$ cat config.mk
export PLATFORM = sky130hd
export DESIGN_NAME = ccff_stream_loader
export DESIGN_NICKNAME = d
export VERILOG_FILES = /design/src/rtl/ccff_stream_loader.sv
export SDC_FILE = /design/constraint.sdc
export NUM_CORES = 1
export LEC_CHECK = 0
export CELL_PAD_IN_SITES_DETAIL_PLACEMENT = 1
export CELL_PAD_IN_SITES_GLOBAL_PLACEMENT = 2
export CORE_ASPECT_RATIO = 0.75
export CORE_MARGIN = 4
export CORE_UTILIZATION = 32
export DETAILED_ROUTE_END_ITERATION = 12
export PLACE_DENSITY_LB_ADDON = 0.25
export SYNTH_ARGS = -nofsm -noshare
export SYNTH_HDL_FRONTEND = slang
export SYNTH_SLANG_ARGS = --single-unit
$ cat constraint.sdc
create_clock -name prog_clk -period 4.2 [get_ports prog_clk]
set_input_delay 0.84 -clock prog_clk [delete_from_list [all_inputs] [get_ports prog_clk]]
set_output_delay 0.84 -clock prog_clk [all_outputs]
set_load 0.01 [all_outputs]
$ cat src/rtl/ccff_stream_loader.sv
// ccff_stream_loader: streams bitstream words MSB-first onto the config chain head with shift enable and config window.
// Optional CCFF_TAIL_COUNT_EN counts ones returned on ccff_tail into tail_ones.
module ccff_stream_loader #(
    parameter int DATA_W    = 32,
    parameter int CHAIN_LEN = 1024,
    parameter int CNT_W     = $clog2(CHAIN_LEN + 1)
) (
    input  logic              prog_clk,
    input  logic              pReset,
    input  logic              cfg_start,
    input  logic [DATA_W-1:0] s_data,
    input  logic              s_valid,
    output logic              s_ready,
    output logic              ccff_head,
    output logic              ccff_shift_en,
    input  logic              ccff_tail,
    output logic              config_enable,
    output logic              busy,
    output logic              done,
    output logic [15:0]       tail_ones
);
    localparam int WB_W = $clog2(DATA_W + 1);
    typedef enum logic [2:0] {IDLE, ENABLE, SHIFT, DRAIN, DONE} state_t;
    state_t            state;
    logic [DATA_W-1:0] sreg;
    logic [WB_W-1:0]   wbits, wb_load;
    logic [CNT_W-1:0]  remain, remain_nx;
    logic              shift_en, accept;
    always_comb begin
        shift_en  = (state == SHIFT) && (wbits != '0);
        s_ready   = (state == SHIFT) && (32'(wbits) <= 32'd1) && (32'(remain) > 32'(wbits));
        accept    = s_valid && s_ready;
        remain_nx = remain - CNT_W'(shift_en);
        wb_load   = (32'(remain_nx) < 32'(DATA_W)) ? WB_W'(remain_nx) : WB_W'(DATA_W);
    end
    assign ccff_head     = sreg[DATA_W-1];
    assign ccff_shift_en = shift_en;
    assign config_enable = (state == ENABLE) || (state == SHIFT) || (state == DRAIN);
    assign busy          = config_enable;
    assign done          = (state == DONE);
    // The last bit of a word is not shifted out of sreg so ccff_head holds it through a stall.
    always_ff @(posedge prog_clk) begin
        if (pReset) begin
            state  <= IDLE;
            sreg   <= '0;
            wbits  <= '0;
            remain <= '0;
        end else begin
            case (state)
                IDLE: if (cfg_start) begin
                    state  <= ENABLE;
                    remain <= CNT_W'(CHAIN_LEN);
                    wbits  <= '0;
                end
                ENABLE: state <= SHIFT;
                SHIFT: begin
                    remain <= remain_nx;
                    wbits  <= accept ? wb_load : wbits - WB_W'(shift_en);
                    sreg   <= accept ? s_data : (shift_en && wbits != WB_W'(1)) ? sreg << 1 : sreg;
                    if (remain_nx == '0) state <= DRAIN;
                end
                DRAIN: state <= DONE;
                default: state <= IDLE;
            endcase
        end
    end
`ifdef CCFF_TAIL_COUNT_EN
    always_ff @(posedge prog_clk) begin
        if (pReset || (state == IDLE && cfg_start)) tail_ones <= '0;
        else if (shift_en && ccff_tail && tail_ones != 16'hFFFF) tail_ones <= tail_ones + 16'd1;
    end
`else
    logic unused_tail;
    assign unused_tail = ccff_tail;
    assign tail_ones   = '0;
`endif
endmodule

==> summary by stage, run 1 <==
Detailed routing
The routed layout has 2842 vias. The count of antenna-violating nets left after detailed routing is 0. The first detailed-routing pass took 4 iterations. The number of remaining DRC errors is 0. The average wire per standard cell is 16.7 um. Dividing the detail-routed via count by the number of cells gives 5.24.

The detailed router finished its first iteration with 141 violations. The routed design has 9040 um of wire.

Timing
The final critical path takes up 82.8% of the cycle. The aggregate negative setup slack is 0 ps. Subtracting the final worst setup slack from the clock period gives 3480 ps. The max-slew violation total from the final report is 0. Setup repair after global routing left no endpoint under its margin. The achievable clock frequency is 288 MHz. The final setup violation count is 0. The worst pin sits at a relative slew slack of 31.4%. The hold violation total from the final report came to 0. The measured slew at the worst slew-check pin is 1020 ps. On the final layout, the worst clock skew is 7.73 ps.

The slack of the critical path is 722 ps.

Floorplanning
The area of the core region is just under 0.01 mm2. Measured along the y axis, the die boundary spans ~96 um. The effective utilization at floorplan is 33.5%. The die is 126 um wide.

Pin placement for this block handled between 50 and 60 I/O pins. The total number of placement rows is 31. The floorplan step defined a die boundary enclosing about 0.012 mm2.

Layout
The filler cells instantiated in the layout total 1177. The area of all placed cells without fillers is approximately 0.0038 mm2. The relative area change from synthesis to final layout is 13.8%. Of the cells placed in the final design, the portion with a size suffix greater than 1 is 11.0%. At the end of the flow, the number of nets in the layout was 456. The repair_antennas step left the layout with diodes totalling 0. The count of cells in the finished layout, fillers not included, comes to 542.

Critical path
Data arrives at the worst endpoint at roughly 3700 ps. STA puts the critical path data required time at ~4400 ps. For flop-to-flop paths, the worst setup slack is 720 ps. Along the worst path, the maximum fanout reaches 9. The critical path launch point type is a register. The capturing element type of the critical path is a register. The launching element of the worst setup path is state[1]. The launch instance of the worst register-to-register path is state[1].

Counting cells, the worst reg-to-reg path comes to 11. The worst setup path is of the register to register kind. The endpoint of the worst register-to-register path is wbits[0].

Place
The placed instances occupy a cell area of 0.00362 mm2. The final weighted congestion in routability-driven placement is 0.791. Once detailed placement completed, the half-perimeter wirelength came to 6050 um. OpenSTA, run right after detailed placement, puts the worst setup slack at roughly 700 ps. Including well taps, the total number of placed cells is 534. In this run the tool buffered the top-level ports with between 40 and 50 buffer cells.

GRT
The sum of overflow across all layers after global routing is 0. For met2 alone, demand over resource in global routing was 22.9%. The met3 routing resource usage after global routing is 3.72%. The global-route track usage on met1 is roughly a fifth. The global-route usage over all layers is 15.1%.

The global routing stage identified its most utilized layer as met2. The number of global-route vias before repair is roughly 2800. The largest net degree at the start of global routing is 49. The number of antenna violations at the first check in global routing is 0.

The global-route wire length before repair is about 15000 um.

Synth
In the synthesized netlist the dominant register cell turns out to be dfxtp_1. After synthesis, the share of flip-flops with an asynchronous set or reset is 0%. The total of flip-flops plus latches after synthesis is 52.

After synthesis, flip-flops and latches occupy 31.4% of the total area. Dividing the synthesized area by the synthesized cell count gives 8.62 um2. Synthesis produced about 390 cells. After synthesis, the netlist uses 51 different library cells. Yosys printed 0 warnings.

The number of enable-type register cells in the synthesized netlist is 0. The post-synthesis cell area is 0.00332 mm2.

CTS
The total number of clock tree sinks is 52. In this run the deepest clock path goes through 2 buffers. The clock reaches the later pin of the worst-skew pair after 300 ps. The post-CTS setup-driven buffer insertion count is 0. The H-tree depth reported by CTS is 2. The post-cts gate resize count is 0. Hold repair after CTS inserted 0 buffers. The CTS tree is yes. The number of buffers created by CTS is 5.

The register clock-pin slew on the reported worst setup and hold paths is 70 ps. The root buffer cell chosen for the clock tree is clkbuf_16.

Power
Summed over all cells, the static leakage comes to 0.00136 uW. The final total power is 1330 uW. Dividing total power by cell area gives a power density of 352 mW/mm2. The worst supply voltage drop on vdd is 0.134 mV.

Outcome
The run finished with clean final reports.

Worst hold path
The worst hold path was traced through 2 stages. The worst hold path belongs to the class register to register. The endpoint of the worst hold path is remain[0].

The launch instance of the worst min-delay path is remain[0].

Job
The number of max-cap violations is 0.
[critical path: stages, from the launching register on]
cell,delay [ps]
dfxtp_1,440
or3b_2,500
a21oi_1,290
ha_1,290
ha_1,380
nor2b_1,280
nand3_1,180
xnor2_1,180
nor4b_1,280
buf_4,190
nand3_1,170
o211ai_1,220
[metrics by stage]
step	hold slack [ps]	util [%]
after detailed placement	458	36.6
after CTS	468	38.2
final	463	38.2
after floorplan	436	-
after global routing	482	38.2
after global placement	447	36.6
[final cells by class]
type | count | area, um2 | share of cell area (%)
Multi-Input combinational cell | 296 | 1940 | 51.4
Sequential cell | 52 | 1040 | 27.6
Timing Repair Buffer | 46 | 443 | 11.7
Tap cell | 132 | 165 | 4.38
Clock buffer | 6 | 139 | 3.68
Inverter | 8 | 30.0 | 0.795
Clock inverter | 2 | 15.0 | 0.398
[cell usage in the layout, fill, tap and decap left out, drive strengths merged, types with 2 or more instances in the layout]
cell type	instances
nor2	20
ha	10
or3	5
a21oi	46
mux2i	31
clkinvlp	2
inv	8
conb	16
xnor2	7
nor2b	2
and2	6
nand2b	4
nor4b	2
and3	33
a21o	4
nor4	4
nand3b	2
a211oi	3
clkdlybuf4s50	40
o211ai	2
nor3	10
a31oi	4
dfxtp	52
a311oi	2
o22ai	31
buf	6
o21ai	13
nand2	19
nand3	8
clkbuf	6
[worst max path at each step]
stage	slack, ps	to
3_3_place_gp	750	wbits[3]
6_report	720	wbits[0]
3_5_place_dp	700	wbits[3]
5_1_grt	410	wbits[0]
2_1_floorplan	670	wbits[3]
4_1_cts	670	wbits[0]
[per-layer routing]
metal	up-vias	share of wire, %
met5	-	0
met1	1363	53
li1	1429	-
met4	0	1.1
met2	41	42
met3	9	3.5
[power breakdown]
part	switching, uW	leakage, uW	internal, uW
registers	48.8	0.000422	554
logic	152	0.000873	134
clock network	203	0.0000691	238
total	403	0.00136	926
[Yosys cell counts, drive strengths merged (5+ instances only)]
library cell	count	area share [%]
dfxtp	52	31
a21oi	46	6.9
and3	33	6.9
mux2i	31	9.4
o22ai	31	5.8
buf	24	6.8
nor2	20	2.3
nand2	19	2.2
clkbuf	13	2.1
o21ai	13	2.0
ha	10	3.8
nor3	10	1.5
inv	8	0.91
nand3	8	1.2
xnor2	7	1.8
and2	6	1.2
or3	5	0.98
[logic make-up (layout without fill, tap and decap cells)]
logic type / Yosys count / after routing / share of synthesized area (%)
flip-flops: 52 / 52 / 31.4
AND/OR/NAND/NOR: 119 / 119 / 20.7
XOR/XNOR: 7 / 7 / 1.85
multiplexers: 31 / 31 / 9.36
buffers and inverters: 52 / 62 / 11.8
AO/OA/AOI/OAI: 113 / 113 / 21.0
adder cells (fa/ha/maj): 10 / 10 / 3.77
other: 1 / 16 / 0.113
[sequential cells by signal (all words and copies together), names as in the netlist]
signal / cells
wbits: 6
sreg: 32
state: 3
remain: 11
Power figures use the tool's default switching activity.
==> run 2, diff against run 1 <==
--- a/config.mk
+++ b/config.mk
@@ -9,7 +9,7 @@
 export CELL_PAD_IN_SITES_GLOBAL_PLACEMENT = 2
 export CORE_ASPECT_RATIO = 0.75
 export CORE_MARGIN = 4
-export CORE_UTILIZATION = 32
+export CORE_UTILIZATION = 29
 export DETAILED_ROUTE_END_ITERATION = 12
 export PLACE_DENSITY_LB_ADDON = 0.25
 export SYNTH_ARGS = -nofsm -noshare
==> constraint.sdc (replaced) <==
create_clock -name prog_clk -period 3 [get_ports prog_clk]
set_input_delay 0.6 -clock prog_clk [delete_from_list [all_inputs] [get_ports prog_clk]]
set_output_delay 0.6 -clock prog_clk [all_outputs]
set_load 0.01 [all_outputs]
==> run 2 against run 1 <==
Worst setup slack worse by 550 ps. Sequential share of layout area down 1.3 points. Clock skew is 1.4 ps lower. Register-to-register slack lost 520 ps. Global-route usage shrank 0.90 points. Clock power grew 35%. Count of clock-buffer cells in the layout stayed put. Die area is 9.6% higher. Cell count increased by 4.2%. First-iteration DRC count is 27% higher.
==> summary by stage, run 2 (same netlist as run 1, synthesis figures left out) <==
GRT
The global-route wire length before repair was 15300 um (+3.6%). The sum of overflow across all layers after global routing is 0 (unchanged). The global-route usage over all layers was 14.2% (-0.90 points). The number of global-route vias before repair came to 2909 (+2.6%).

The number of antenna violations at the first check in global routing is 0 (unchanged). The largest net degree at the start of global routing is 48 (-2.0%).

Timing
The post-route fraction of the period consumed by the critical path is 94.1%. The final setup violation count is 0 (unchanged). The remaining max-slew budget at the tightest pin is 62.1% (+31 points). The hold violation total from the final report was 0 (unchanged). The aggregate negative setup slack was 0 ps (unchanged). The slack of the critical path is 177 ps (-545 ps). Setup repair after global routing left no endpoint under its margin. The final worst hold slack is 459 ps (-4.57 ps). The worst setup skew after layout is 6.33 ps (-1.40 ps).

For this run, the top clock speed supported by timing is between 300 and 400 MHz. The measured slew at the worst slew-check pin came to 568 ps (-450 ps). The max-slew violation total from the final report is 0 (unchanged). The smallest clock period supported by the final layout is computed as 2820 ps.

Detailed routing
The total iterations of the first detailed-routing run is 4 (unchanged). The average wire per standard cell is 16.6 um (-0.59%). The total number of vias is 2923 (+2.9%).

The via-per-instance ratio came to 5.17 (-1.3%). The number of remaining DRC errors was 0 (unchanged). The total wirelength of the detailed-routed design is 9370 um (+3.6%). The number of violations reported at the end of detailed-routing iteration 0 is 179 (+27%). The count of antenna-violating nets left after detailed routing is 0 (unchanged).

Place
The estimated wirelength of the detail-placed design is 6370 um (+5.3%). The number of buffers inserted by port buffering is 41 (unchanged). The final weighted congestion in routability-driven placement is 0.744 (-6.0%). The worst setup slack before clock tree synthesis is 143 ps (-558 ps).

Worst hold path
The launch instance of the worst min-delay path is remain[0]. The class of the most critical hold timing path is register to register.

CTS
The total number of clock tree sinks is 52 (unchanged). The number of buffers inserted by hold repair at cts is 0 (unchanged). The register clock-pin slew on the reported worst setup and hold paths is 70 ps (about the same).

The H-tree depth reported by CTS came to 2 (unchanged). The maximum root-to-sink buffer count is 2 (unchanged). The number of buffers created by CTS was 5 (unchanged).

TritonCTS built the clock tree. The clock tree root driver cell is clkbuf_16. The source-to-sink clock delay at the later pin of the worst-skew pair is 290 ps (about the same).

Power
The sequential share of power is 45.5% (about the same). The leakage dissipation is 0.00146 uW (+7.0%). The internal cell power is 1290 uW (+39%). The switching portion of total power came to 30.6% (+0.28 points). The power density relative to cell area is 467 mW/mm2 (+33%). The worst supply voltage drop on vdd is 0.285 mV (+110%).

The switching component of the power came to 568 uW (+41%). The part of the total power dissipated in the clock network came to 31.9% (-1.2 points). The fraction of power consumed by combinational cells came to 22.6% (+1.1 points).

Job
The number of max-cap violations came to 0 (unchanged).

Layout
The sequential cell area was 0.00105 mm2 (+0.48%). Compared with the post-synthesis result, the final layout area differs by 19.9%. The largest registers in the layout are sreg: 32 flops, remain: 11 flops, wbits: 6 flops. The register with the most flip-flops in the final layout is sreg. The library cells used most frequently in the layout, excluding fill and tap cells, are 48 x dfxtp_1, 45 x a21oi_1, 39 x clkdlybuf4s50_1, 31 x mux2i_1, 31 x o22ai_1. The leading cell type in the layout, fill and taps excluded is dfxtp_1. The final antenna diode count is 0 (unchanged). The flip-flop count of the largest register after layout is 32 (unchanged). The fraction of final layout cells sized beyond drive strength 1 is 16.9% (+6.0 points). The count of fill cells added during filler insertion was 1289 (+9.5%). The number of nets in the finished design is 471 (+3.3%). The multi-input gate area in the final layout is 0.00201 mm2 (+3.7%).

Critical path
The critical path class is register to output pin. The slowest stage of the critical path belongs to the cell dfxtp_2. The worst setup path is captured at an output pin. The launching element of the worst setup path is wbits[4].

The launch instance of the worst register-to-register path is state[1]. The largest stage delay on the critical path is 360 ps (-140 ps). The data arrival time of the critical path is 2220 ps (-1480 ps).

The highest net fanout along the worst path is 4 (-5). Walking the worst path, the cells encountered are inv_1 > ha_1 > a21o_1 > a2111oi_4 > a211oi_2 > and2_2 > dlygate4sd2_1. The critical path launch point type is a register. The required time at the worst-slack endpoint is 2400 ps (-2020 ps).

Floorplanning
The die outline area is 0.0132 mm2 (+9.6%). The die span in y is 101 um (+4.6%). The area of the core region came to 0.0111 mm2 (+12%).

The horizontal die dimension came to 131 um (+4.7%). The total number of placement rows is 33 (+6.5%). The effective utilization at floorplan is 30.0% (-3.6 points). The I/O pin count is 59 (unchanged).

Outcome
The flow ran to the end, and the final reports show no timing, DRC or antenna violations.
run 2: changes by cell type in the layout (fill, tap and decap cells not counted), moves of 2 or more:
cell     change
buf_4       +14
dfxtp_1      -4
dfxtp_2      +4
ha_1         -3
ha_4         +2
nand3_1      -2
nand3_2      +2
run 2: final timing paths:
| check | endpoint | slack (ps) | depth (start not counted) |
|---|---|---|---|
| max | s_ready | 180 | 7 |
| min | remain[0] | 460 | 2 |
| max reg2reg | wbits[3] | 200 | 11 |
| min reg2reg | remain[0] | 460 | 2 |
run 2: metal layers:
| layer | global-route usage, % | up-vias | part of all wire (%) |
|---|---|---|---|
| li1 | - | 1459 | - |
| met1 | 20.7 | 1414 | 53 |
| met2 | 21.6 | 44 | 42 |
| met3 | 2.89 | 6 | 3.8 |
| met4 | 3.47 | 0 | 1.0 |
| met5 | 0 | - | 0 |
run 2: per-stage QoR:
step | utilization (%) | cells | total power [uW] | area (um2)
2_1_floorplan | - | 400 | 1150 | 3420
3_3_place_gp | 34.2 | 555 | 1260 | 3780
3_5_place_dp | 34.2 | 555 | 1270 | 3780
4_1_cts | 35.8 | 565 | 1880 | 3960
5_1_grt | 35.9 | 565 | 1960 | 3980
6_report | 35.9 | 565 | 1860 | 3980
run 2: what timing repair did:
item / 4_1_cts / 5_1_grt
endpoints found under the setup margin: 1 / 4
pin swaps: 3 / 1
endpoints found under the hold margin: 0 / 0
gates resized for setup: 6 / 4
setup buffers: 2 / 0
run 2: power by group through the flow:
stage,clock [uW],sequential [uW],combinational [uW]
CTS,616,843,422
global route,638,857,467
detailed placement,0,858,416
floorplan,0,840,310
global placement,0,855,407
finish,592,844,420
run 2: cell type report:
type,count,share of cell area [%]
repair buffers,61,14.3
multi-input cells,296,50.6
well taps,140,4.41
clock buffers,6,3.24
clock inverters,2,0.409
inverters,8,0.755
flip-flops and latches,52,26.3
run 2: critical path: cells and delay by family (launching register included):
kind / cells / cell delay, ps
adders and majority gates: 1 / 320
DFF: 1 / 360
buffers and inverters: 2 / 340
AOI/OAI and AO/OA: 3 / 700
and+or+nand+nor: 1 / 220
==> run 3, diff against run 2 <==
--- a/config.mk
+++ b/config.mk
@@ -10,6 +10,7 @@
 export CORE_ASPECT_RATIO = 0.75
 export CORE_MARGIN = 4
 export CORE_UTILIZATION = 29
+export CTS_BUF_LIST = sky130_fd_sc_hd__clkbuf_8
 export DETAILED_ROUTE_END_ITERATION = 12
 export PLACE_DENSITY_LB_ADDON = 0.25
 export SYNTH_ARGS = -nofsm -noshare
==> run 3 against run 2 <==
Clock skew grew 6.7 ps. First-iteration DRC count decreased by 17%. Cell area shrank 1.4%. Clock power down 28%. Critical path type unchanged. Critical path depth unchanged. Die area did not move. Highest routed layer unchanged. Hold slack improved by 3.9 ps. Maximum frequency shrank 1.1%.
==> summary by stage, run 3 (same netlist as run 1, synthesis figures left out) <==
CTS
The source-to-sink clock delay at the later pin of the worst-skew pair is 320 ps (+30 ps). The register clock-pin slew on the reported worst setup and hold paths is 110 ps (+40 ps). The clock tree root driver cell is clkbuf_8. The total number of clock tree sinks is 52 (unchanged). The number of buffers inserted by hold repair at cts was 0 (unchanged). The maximum root-to-sink buffer count came to 2 (unchanged). The H-tree depth reported by CTS came to 2 (unchanged).

The number of buffers created by CTS is 5 (unchanged). TritonCTS built the clock tree.

Timing
The remaining max-slew budget at the tightest pin is 61.6% (-0.41 points). The hold violation total from the final report is 0 (unchanged). The max-slew violation total from the final report is 0 (unchanged). The post-route fraction of the period consumed by the critical path is 95.1% (+1.0 points). The measured slew at the worst slew-check pin is 574 ps (+6.15 ps). The achievable clock frequency is 350 MHz (-1.1%). The final setup violation count is 0 (unchanged). The worst setup skew after layout is 13.1 ps (+6.72 ps). The aggregate negative setup slack is 0 ps (unchanged). The minimum period implied by the final worst setup slack is 2850 ps (+31.4 ps). Setup repair after global routing left no endpoint under its margin.

Layout
The largest registers in the layout are sreg: 32 flops, remain: 11 flops, wbits: 6 flops. The number of nets in the finished design is 471 (unchanged). The flip-flop count of the largest register after layout is 32 (unchanged).

The count of fill cells added during filler insertion is 1293 (+0.31%). The final antenna diode count is 0 (unchanged). The multi-input gate area in the final layout is 0.00201 mm2 (unchanged). Relative to the synthesized area, the layout overhead comes to 18.2%. The library cell used most frequently in the layout, excluding fill and tap cells, is dfxtp_1. The register with the most flip-flops is sreg. The fraction of final layout cells sized beyond drive strength 1 is 16.9% (unchanged). The area of all placed cells without fillers is 0.00392 mm2 (-1.4%). The count of placed standard cells in the final layout, fillers left out was 565 (unchanged). Leaving out fill and tap cells, the most frequent cells in the layout are 48 x dfxtp_1, 45 x a21oi_1, 39 x clkdlybuf4s50_1, 31 x mux2i_1, 31 x o22ai_1.

The sequential cell area was 0.00105 mm2 (unchanged).

Floorplanning
The total number of placement rows is 33 (unchanged). The effective utilization at floorplan is 30.0% (unchanged). The horizontal die dimension is 131 um (unchanged). The die outline area is 0.0132 mm2 (unchanged). The I/O pin count was 59 (unchanged). The area of the core region is 0.0111 mm2 (unchanged). The die span in y was 101 um (unchanged).

Place
The total cell area at the placement stage came to 0.00378 mm2 (unchanged). The estimated wirelength of the detail-placed design is 6370 um (unchanged). The number of placed instances with taps included is 555 (unchanged).

The number of buffers inserted by port buffering is 41 (unchanged). The final weighted congestion in routability-driven placement was 0.744 (unchanged).

Detailed routing
The total iterations of the first detailed-routing run was 4 (unchanged). The average wire per standard cell is 16.5 um (-0.36%). The via-per-instance ratio came to 5.19 (+0.31%). The total number of vias is 2932 (+0.31%). The count of antenna-violating nets left after detailed routing is 0 (unchanged). The total wirelength of the detailed-routed design is 9330 um (-0.36%). The number of remaining DRC errors was 0 (unchanged). The number of violations reported at the end of detailed-routing iteration 0 is 148 (-17%).

GRT
The largest net degree at the start of global routing was 48 (unchanged). The sum of overflow across all layers after global routing is 0 (unchanged). The global-route usage over all layers is 14.1% (-0.086 points). The number of global-route vias before repair is 2917 (+0.28%).

The number of antenna violations at the first check in global routing is 0 (unchanged). The global-route wire length before repair is 15200 um (-0.40%).

Outcome
The flow ran to the end, and the final reports show no timing, DRC or antenna violations.

Worst hold path
The worst hold path belongs to the class register to register.

Power
The leakage dissipation is 0.00144 uW (-1.5%). The worst supply voltage drop on vdd is 0.177 mV (-38%). The power density relative to cell area came to 431 mW/mm2 (-7.7%).

Critical path
STA classifies the critical path startpoint as a register. The total buffers and inverters traversed by the critical path is 2 (unchanged). The critical path class is register to output pin. The critical path's slowest cell is dfxtp_2.

STA classifies the critical path endpoint as an output pin. The category of cells accounting for the largest share of critical-path delay is compound AO/OA/AOI/OAI gates. The largest stage delay on the critical path is 370 ps (about the same). The critical path goes through inv_1 > ha_1 > a21o_1 > a2111oi_4 > a211oi_2 > and2_2 > dlygate4sd2_1. The required time at the worst-slack endpoint is 2400 ps (about the same).

The highest net fanout along the worst path came to 4 (unchanged). The data arrival time of the critical path is 2250 ps (+30 ps).

Job
The number of max-cap violations is 0 (unchanged).
run 3: changes by cell type in the layout (fill, tap and decap cells not counted):
cell       change
clkbuf_1       -1
clkbuf_16      -5
clkbuf_8       +5
inv_1          +1
run 3: area by class of cell:
class,count,share of cell area (%)
Multi-Input combinational cell,296,51.4
Sequential cell,52,26.7
Timing Repair Buffer,61,14.5
Tap cell,140,4.47
Clock buffer,5,1.76
Inverter,8,0.766
Clock inverter,3,0.511
run 3: what timing repair did:
action | CTS | global route
hold endpoints to repair | 0 | 0
setup endpoints to repair | 1 | 5
pin swaps | 3 | 1
buffers inserted | 2 | 0
resized for setup | 6 | 4
run 3: metrics by stage:
stage          util, %  total power (uW)  setup WS [ps]  hold WS [ps]
3_5_place_dp      34.2              1270            143           451
3_3_place_gp      34.2              1260            193           444
2_1_floorplan        -              1150           80.9           436
4_1_cts           35.3              1720            109           465
5_1_grt           35.4              1790           5.48           494
6_report          35.4              1690            146           463
run 3: final timing paths:
| path | startpoint | endpoint | depth (start not counted) | slack [ps] |
|---|---|---|---|---|
| worst max-delay path | wbits[4] | s_ready | 7 | 150 |
| worst min-delay path | remain[0] | remain[0] | 2 | 460 |
| worst max register to register | state[1] | wbits[3] | 11 | 210 |
| worst min register to register | remain[0] | remain[0] | 2 | 460 |
run 3: tightest hold or removal path, cell delays in order (launching register included):
cell and delay, ps:
dfxtp_1 320, nand2_1 50, a21oi_1 50
run 3: metal layers:
| layer | wire length (um) | part of all wire [%] | track usage (%) | vias up |
|---|---|---|---|---|
| met4 | 100 | 1.1 | 3.47 | 0 |
| met3 | 373 | 4.0 | 2.89 | 9 |
| li1 | - | - | - | 1453 |
| met1 | 4980 | 53 | 20.5 | 1419 |
| met2 | 3880 | 42 | 21.5 | 51 |
| met5 | 0 | 0 | 0 | - |
run 3: report_power, final:
| part | total [uW] | internal [uW] | switching [uW] | leakage, uW |
|---|---|---|---|---|
| clock network | 425 | 164 | 262 | 0.0000455 |
| logic | 419 | 199 | 221 | 0.000968 |
| registers | 844 | 777 | 67.0 | 0.000424 |
